**config.mk**
```make
export PLATFORM = sky130hd
export DESIGN_NAME = demux_rr_sequencer
export DESIGN_NICKNAME = d
export VERILOG_FILES = /design/src/rtl/demux_rr_sequencer.sv
export SDC_FILE = /design/constraint.sdc
export NUM_CORES = 1
export LEC_CHECK = 0
export CAP_MARGIN = 30
export CORE_AREA = 2 2 76 49
export DETAILED_ROUTE_END_ITERATION = 10
export DIE_AREA = 0 0 78 51
export PLACE_DENSITY = 0.72
export SLEW_MARGIN = 20
export SYNTH_ARGS = -nofsm -noshare
export SYNTH_HDL_FRONTEND = slang
export SYNTH_SLANG_ARGS = --single-unit
```
**constraint.sdc**
```tcl
create_clock -name clk -period 1.6 [get_ports clk]
set_input_delay 0.32 -clock clk [delete_from_list [all_inputs] [get_ports clk]]
set_output_delay 0.32 -clock clk [all_outputs]
set_load 0.05 [all_outputs]
```
**src/rtl/demux_rr_sequencer.sv**
```systemverilog
// rtl/demux_rr_sequencer.sv - round-robin upstream sequencer for a 1:4 demux
//
// Accepts words over In_valid/In_ready, commits each to the next enabled
// channel in round-robin order, and holds In/Sel steady until that channel's
// consumer takes the word or the hold times out.
//
// Ports:
//   clk, rst            clock (rising edge), asynchronous active-high reset
//   In_valid, In_data   upstream word and its valid
//   In_ready            sequencer can accept this cycle (IDLE and any enable)
//   Ch_en               channel enable mask, sampled only at accept
//   Ch_ready            per-channel consumer ready; only Ch_ready[Sel] matters
//   In, Sel             registered data/select presented to the demux
//   Out_valid           In/Sel hold a live word
//   Drop                one-cycle pulse when a held word is discarded
//   Xfer_cnt, Drop_cnt  wrap-around delivered/dropped word counters

module demux_rr_sequencer #(
  parameter int WIDTH   = 1,
  parameter int TIMEOUT = 16,
  parameter int CNT_W   = 8
) (
  input  logic             clk,
  input  logic             rst,
  input  logic             In_valid,
  input  logic [WIDTH-1:0] In_data,
  output logic             In_ready,
  input  logic [3:0]       Ch_en,
  input  logic [3:0]       Ch_ready,
  output logic [WIDTH-1:0] In,
  output logic [1:0]       Sel,
  output logic             Out_valid,
  output logic             Drop,
  output logic [CNT_W-1:0] Xfer_cnt,
  output logic [CNT_W-1:0] Drop_cnt
);

  // wait_cnt only needs to reach TIMEOUT-1; with TIMEOUT==0 it just free-runs.
  localparam int WAIT_W = (TIMEOUT > 1) ? $clog2(TIMEOUT) : 1;
  localparam logic [WAIT_W-1:0] WAIT_LAST = (TIMEOUT > 0) ? WAIT_W'(TIMEOUT - 1) : '0;

  typedef enum logic {IDLE, HOLD} state_t;

  state_t           state, state_n;
  logic [1:0]       ptr, ptr_n;
  logic [WIDTH-1:0] in_n;
  logic [1:0]       sel_n;
  logic             ov_n;
  logic             drop_n;
  logic [CNT_W-1:0] xfer_n, dropc_n;
  logic [WAIT_W-1:0] wait_cnt, wait_n;

  logic [1:0] pick;
  logic [1:0] cand;
  logic       found;

  assign In_ready = (state == IDLE) && (Ch_en != 4'b0000);

  // First enabled channel starting at ptr and wrapping modulo 4.
  always_comb begin
    pick  = ptr;
    cand  = '0;
    found = 1'b0;
    for (int k = 0; k < 4; k++) begin
      cand = ptr + 2'(k);
      if (!found && Ch_en[cand]) begin
        pick  = cand;
        found = 1'b1;
      end
    end
  end

  always_comb begin
    state_n = state;
    ptr_n   = ptr;
    in_n    = In;
    sel_n   = Sel;
    ov_n    = Out_valid;
    drop_n  = 1'b0;
    xfer_n  = Xfer_cnt;
    dropc_n = Drop_cnt;
    wait_n  = wait_cnt;
    case (state)
      IDLE: begin
        if (In_valid && In_ready) begin
          in_n    = In_data;
          sel_n   = pick;
          ov_n    = 1'b1;
          wait_n  = '0;
          state_n = HOLD;
        end
      end
      HOLD: begin
        // Delivery is checked first so it wins a same-cycle timeout.
        if (Ch_ready[Sel]) begin
          ov_n    = 1'b0;
          ptr_n   = Sel + 2'd1;
          xfer_n  = Xfer_cnt + 1'b1;
          state_n = IDLE;
        end else if ((TIMEOUT != 0) && (wait_cnt == WAIT_LAST)) begin
          ov_n    = 1'b0;
          drop_n  = 1'b1;
          ptr_n   = Sel + 2'd1;
          dropc_n = Drop_cnt + 1'b1;
          state_n = IDLE;
        end else begin
          wait_n = wait_cnt + 1'b1;
        end
      end
      default: state_n = IDLE;
    endcase
  end

  always_ff @(posedge clk or posedge rst) begin
    if (rst) begin
      state     <= IDLE;
      ptr       <= '0;
      In        <= '0;
      Sel       <= '0;
      Out_valid <= 1'b0;
      Drop      <= 1'b0;
      Xfer_cnt  <= '0;
      Drop_cnt  <= '0;
      wait_cnt  <= '0;
    end else begin
      state     <= state_n;
      ptr       <= ptr_n;
      In        <= in_n;
      Sel       <= sel_n;
      Out_valid <= ov_n;
      Drop      <= drop_n;
      Xfer_cnt  <= xfer_n;
      Drop_cnt  <= dropc_n;
      wait_cnt  <= wait_n;
    end
  end

endmodule
```
Yosys cells after proc, flatten, opt, wreduce, memory -nomap -nowiden
Index checks and enable logic that the tools add are counted.

operators by class
  magnitude comparators = 5
  reduce and logical (&&, ||, !) cells = 16
  bitwise logic cells = 2
  equal/unequal tests = 5
  muxes and demuxes = 33
  add/sub/neg operators = 7

operators by type and width
  cell                                                                      number
  1-bit two-way mux                                                         17
  8-bit by 1-bit adder with 8-bit output (second input constant)            2
  2-bit by 3-bit < comparator with 1-bit output (second input constant)     5
  4-bit two-way mux                                                         3
  1-bit binary-select mux with 2-bit select                                 5
  2-bit two-way mux                                                         5
  4-bit one-hot mux with 2 select lines                                     1
  2-bit AND reduction                                                       4
  3-bit AND reduction                                                       2
  1-bit logical AND                                                         5
  2-bit by 1-bit adder with 2-bit output (second input constant)            2
  2-bit adder (second input constant)                                       2
  4-bit by 1-bit adder with 4-bit output (second input constant)            1
  4-bit == test (second input constant)                                     1
  2-bit inequality test (second input constant)                             2
  1-bit one-hot mux with 2 select lines                                     2
  4-bit nonzero test                                                        1
  1-bit zero test                                                           3
  3-bit by 1-bit inequality test with 1-bit output (second input constant)  1
  2-bit by 1-bit inequality test with 1-bit output (second input constant)  1
  1-bit inverter                                                            2
  2-bit nonzero test                                                        1

storage, ports and cells
  bits of input ports = 12
  output and inout bits = 22
  register bits after elaboration = 28

Logic depth before layout (Yosys ltp)
  depth after elaboration = 12
  mapped depth = 6

Least setup slack after synthesis
OpenSTA, ideal clock, no wires.

  path type = register -> register
  from = reg Sel[0]
  to = reg wait_cnt[3]
  arrival = 1.945 ns
  path buffers = 1
  cell stages (with the launch flop) = 6
  slack = -0.474 ns
  required time = 1.471 ns
  cell sequence = dfrtp_1 -> mux4_2 -> or3_1 -> buf_6 -> nand2_4 -> o22ai_2

between the ends
  cells in the longest elaborated chain, start to end = 4

RTL lines
  element                                    RTL line  RTL
  start, declared                            31        output logic [1:0] Sel,
  start signal, assigned                     129       Sel <= sel_n;
  1-bit binary-select mux with 2-bit select  95        if (Ch_ready[Sel]) begin
  1-bit two-way mux (implied by the code)    95
  2-bit inequality test (no line)            n/a
  3-bit AND reduction (no line)              n/a
  end signal, assigned                       134       wait_cnt <= wait_n;
  end, declared                              51        logic [WAIT_W-1:0] wait_cnt, wait_n;

No other way between the ends. The select of a mux whose other input is x is not followed.
A chain may end at the register's enable or synchronous reset.

Worst setup path after layout
  from = in Ch_ready[1]
  to = reg Drop_cnt[1]

between the ends
  cells in the longest elaborated chain, start to end = 4

RTL lines
  element                                    RTL line  RTL
  start, declared                            29        input logic [3:0] Ch_ready,
  1-bit binary-select mux with 2-bit select  95
  1-bit two-way mux (implied by the code)    95
  1-bit inverter (no line)                   n/a
  3-bit AND reduction (no line)              n/a
  end signal, assigned                       133       Drop_cnt <= dropc_n;
  end, declared                              35        output logic [CNT_W-1:0] Drop_cnt

No other way between the ends. The select of a mux whose other input is x is not followed.

==> impl_metrics.json <==
{
  "worstPathCellList": "clkdlybuf4s50_1, mux4_2, buf_6, nor2_4, mux2_4",
  "fp.coreArea_um2": 3400,
  "synth_fa_ha_area_share_pct": 2.76,
  "clkLatencyLatePin_ns": 0.27,
  "synth_top_family_by_area": "simple AND/OR/NAND/NOR gates",
  "gp_congestion": 0.840,
  "synth_edf_count": 0,
  "crit_fanout": 7,
  "cts_buffers": 3,
  "ys.warnings.count": 0,
  "grt_pass1_vias": 1140,
  "nNetsFinal": 188,
  "dr.pass1.iters": 5,
  "critical_path.slowest_cell": "mux4_2",
  "finish.utilization_pct": 62.6,
  "setup_ws_ns": -0.0793,
  "synth-simple-area-share_pct": 18.5,
  "post-route-period-util_pct": 105,
  "crit_buf_inv": 2,
  "viasPerCell": 5.13,
  "max_freq_mhz": 595,
  "min_period_ns": 1.68,
  "worstPathArrival_ns": 1.84,
  "end_kind": "flip-flop",
  "p_per_area_nw_per_um2": 1680,
  "yosysSeqAreaShare_pct": 51.5,
  "clock-sinks": 28,
  "cts_root_buffer": "clkbuf_8",
  "synthTopCellsByCount": "dfrtp_1 (28), xnor2_1 (12), nand4_1 (9)",
  "syn_area_um2": 1360,
  "status": "finished, violations left",
  "violations": "negative setup slack",
  "antenna_found_initial": 0,
  "io_buffers": 33,
  "avgRoutedWirePerCell_um": 14.3,
  "leakage_uw": 0.000974,
  "clk_pin_slew_ns": 0.09,
  "routed-via-count": 1123,
  "maxCapViolCount": 0,
  "yosysTopAreaCell": "dfrtp_1",
  "critical-path-top-delay-family": "multiplexers",
  "synthMostInstantiatedCell": "dfrtp_1",
  "cp_slowest_stage_delay_ns": 0.50,
  "grt_max_degree": 29,
  "die_x_um": 78,
  "worstMarginPinSlew_ns": 0.355,
  "setup.worst_path.class": "primary input to flip-flop",
  "slew_headroom_pct": 76.3,
  "synth_seq_cells": 28,
  "multi_input_area_um2": 679,
  "antenna_cells": 0,
  "syn_avg_cell_area_um2": 11.2,
  "cp-start-kind": "primary input",
  "synthCells": 122,
  "pin_count": 34,
  "fin_skew_ns": 0.00116,
  "synth-main-ff-cell": "dfrtp_1",
  "rsz0062_at_grt": "true",
  "synth_cell_types": 35,
  "syn-num-nets": 137,
  "drc": 0,
  "synth.area.top_cells": "dfrtp_1 (51%), xnor2_1 (7.7%), nand4_1 (4.1%)",
  "hold_ws_ns": 0.409,
  "muxShareOfSynthArea_pct": 4.41,
  "grt_pass1_wl_um": 5330,
  "slew_violations": 0,
  "num_rows": 17,
  "dp_hpwl_um": 2280,
  "dieArea_um2": 3980,
  "nFillCells": 279,
  "htree_levels": 1,
  "post_cts_buffers": 0,
  "clock_path_buffers": 2,
  "synth_xor_area_share_pct": 10.3,
  "worstPathRequired_ns": 1.77,
  "synth_compound_area_share_pct": 8.46,
  "async_reset_ff_share_pct": 100,
  "area_growth_syn_to_layout_pct": 56.5,
  "wl_um": 3130,
  "ir_drop_mv": 0.879,
  "drt_iter0_drc": 62,
  "finalSetupViolCount": 14,
  "drive_above_1_share_pct": 36.6,
  "cts_tree": "done",
  "gr-usage-all-layers_pct": 17.5,
  "start_util_pct": 40.0,
  "die_height_um": 51,
  "synth_top_area_share_pct": 51.5,
  "regArea_um2": 702,
  "overflow": 0,
  "hold_viol": 0,
  "min_path_type": "primary input to asynchronous set/reset pin",
  "ant_nets": 0
}
area by class of cell:
class / instances / area share, %
well taps: 47 / 2.76
clock inverters: 1 / 1.41
inverters: 7 / 1.23
clock buffers: 3 / 1.94
multi-input cells: 84 / 31.9
repair buffers: 49 / 27.8
flip-flops and latches: 28 / 32.9
state kept, by name, summed over array words and instances, names as in the netlist:
name,cells
Drop,1
Sel,2
wait_cnt,4
Xfer_cnt,8
ptr,2
In,1
state,1
Drop_cnt,8
Out_valid,1
where the power goes:
group / internal, µW / switching [µW] / total [µW] / leakage (µW)
logic: 891 / 1010 / 1910 / 0.000579
registers: 900 / 227 / 1130 / 0.000359
clock network: 335 / 215 / 549 / 0.0000357
timing repair:
item | CTS | global route
pin swaps | 7 | 14
hold buffers | 0 | 0
resized for setup | 13 | 7
setup endpoints to repair | 23 | 25
layout by cell type, fill, tap and decap left out, drive strengths merged, types with 3 or more instances in the layout:
cell type / count
nand3: 6
and3: 4
xor2: 4
o21ai: 8
dlygate4sd2: 5
inv: 7
clkdlybuf4s50: 4
nand2: 8
dfrtp: 28
buf: 38
nand4: 9
nor2b: 3
mux2: 3
xnor2: 12
a21oi: 5
ha: 3
clkbuf: 3
nor2: 4
worst paths after layout:
path	start	endpoint	slack, ns	cells past startpoint
min reg2reg	Xfer_cnt[5]	Xfer_cnt[5]	0.50	1
min	rst	Xfer_cnt[3]	0.41	3
max	Ch_ready[1]	Drop_cnt[1]	-0.08	5
max in group asynchronous	rst	Sel[0]	0.91	3
max reg2reg	Sel[0]	Drop_cnt[1]	-0.07	4
min in group clk	Xfer_cnt[5]	Xfer_cnt[5]	0.50	1
worst register-to-register path, stage by stage (launching register included):
cell	delay, ns
dfrtp_2	0.38
mux4_2	0.54
buf_6	0.16
nor2_4	0.16
mux2_4	0.32
kinds of logic (layout without fill, tap and decap cells):
logic type	after synthesis	after routing
flip-flops	28	28
AND/OR/NAND/NOR	43	43
AO/OA/AOI/OAI	18	18
XOR/XNOR	16	16
buffers and inverters	10	60
multiplexers	4	4
adder cells (fa/ha/maj)	3	3
metrics by stage:
| step | TNS [ns] | total power (µW) | area [µm²] | std cells | worst slack, ns |
|---|---|---|---|---|---|
| 2_1_floorplan | -3.75 | 2170 | 1390 | 122 | -0.279 |
| 3_3_place_gp | -9.24 | 2910 | 2000 | 215 | -0.416 |
| 3_5_place_dp | -9.62 | 2970 | 2000 | 215 | -0.446 |
| 4_1_cts | -0.886 | 3580 | 2100 | 219 | -0.0967 |
| 5_1_grt | -2.02 | 3770 | 2130 | 219 | -0.170 |
| 6_report | -0.607 | 3580 | 2130 | 219 | -0.0793 |
layer usage:
metal / GRT usage, % / routed length, µm / vias up
met3: 5.30 / 159 / 7
met1: 22.2 / 1460 / 558
met2: 29.5 / 1460 / 32
li1: - / - / 526
met4: 4.68 / 48 / 0
met5: 0 / 0 / -
(Power assumes the default switching activity.)
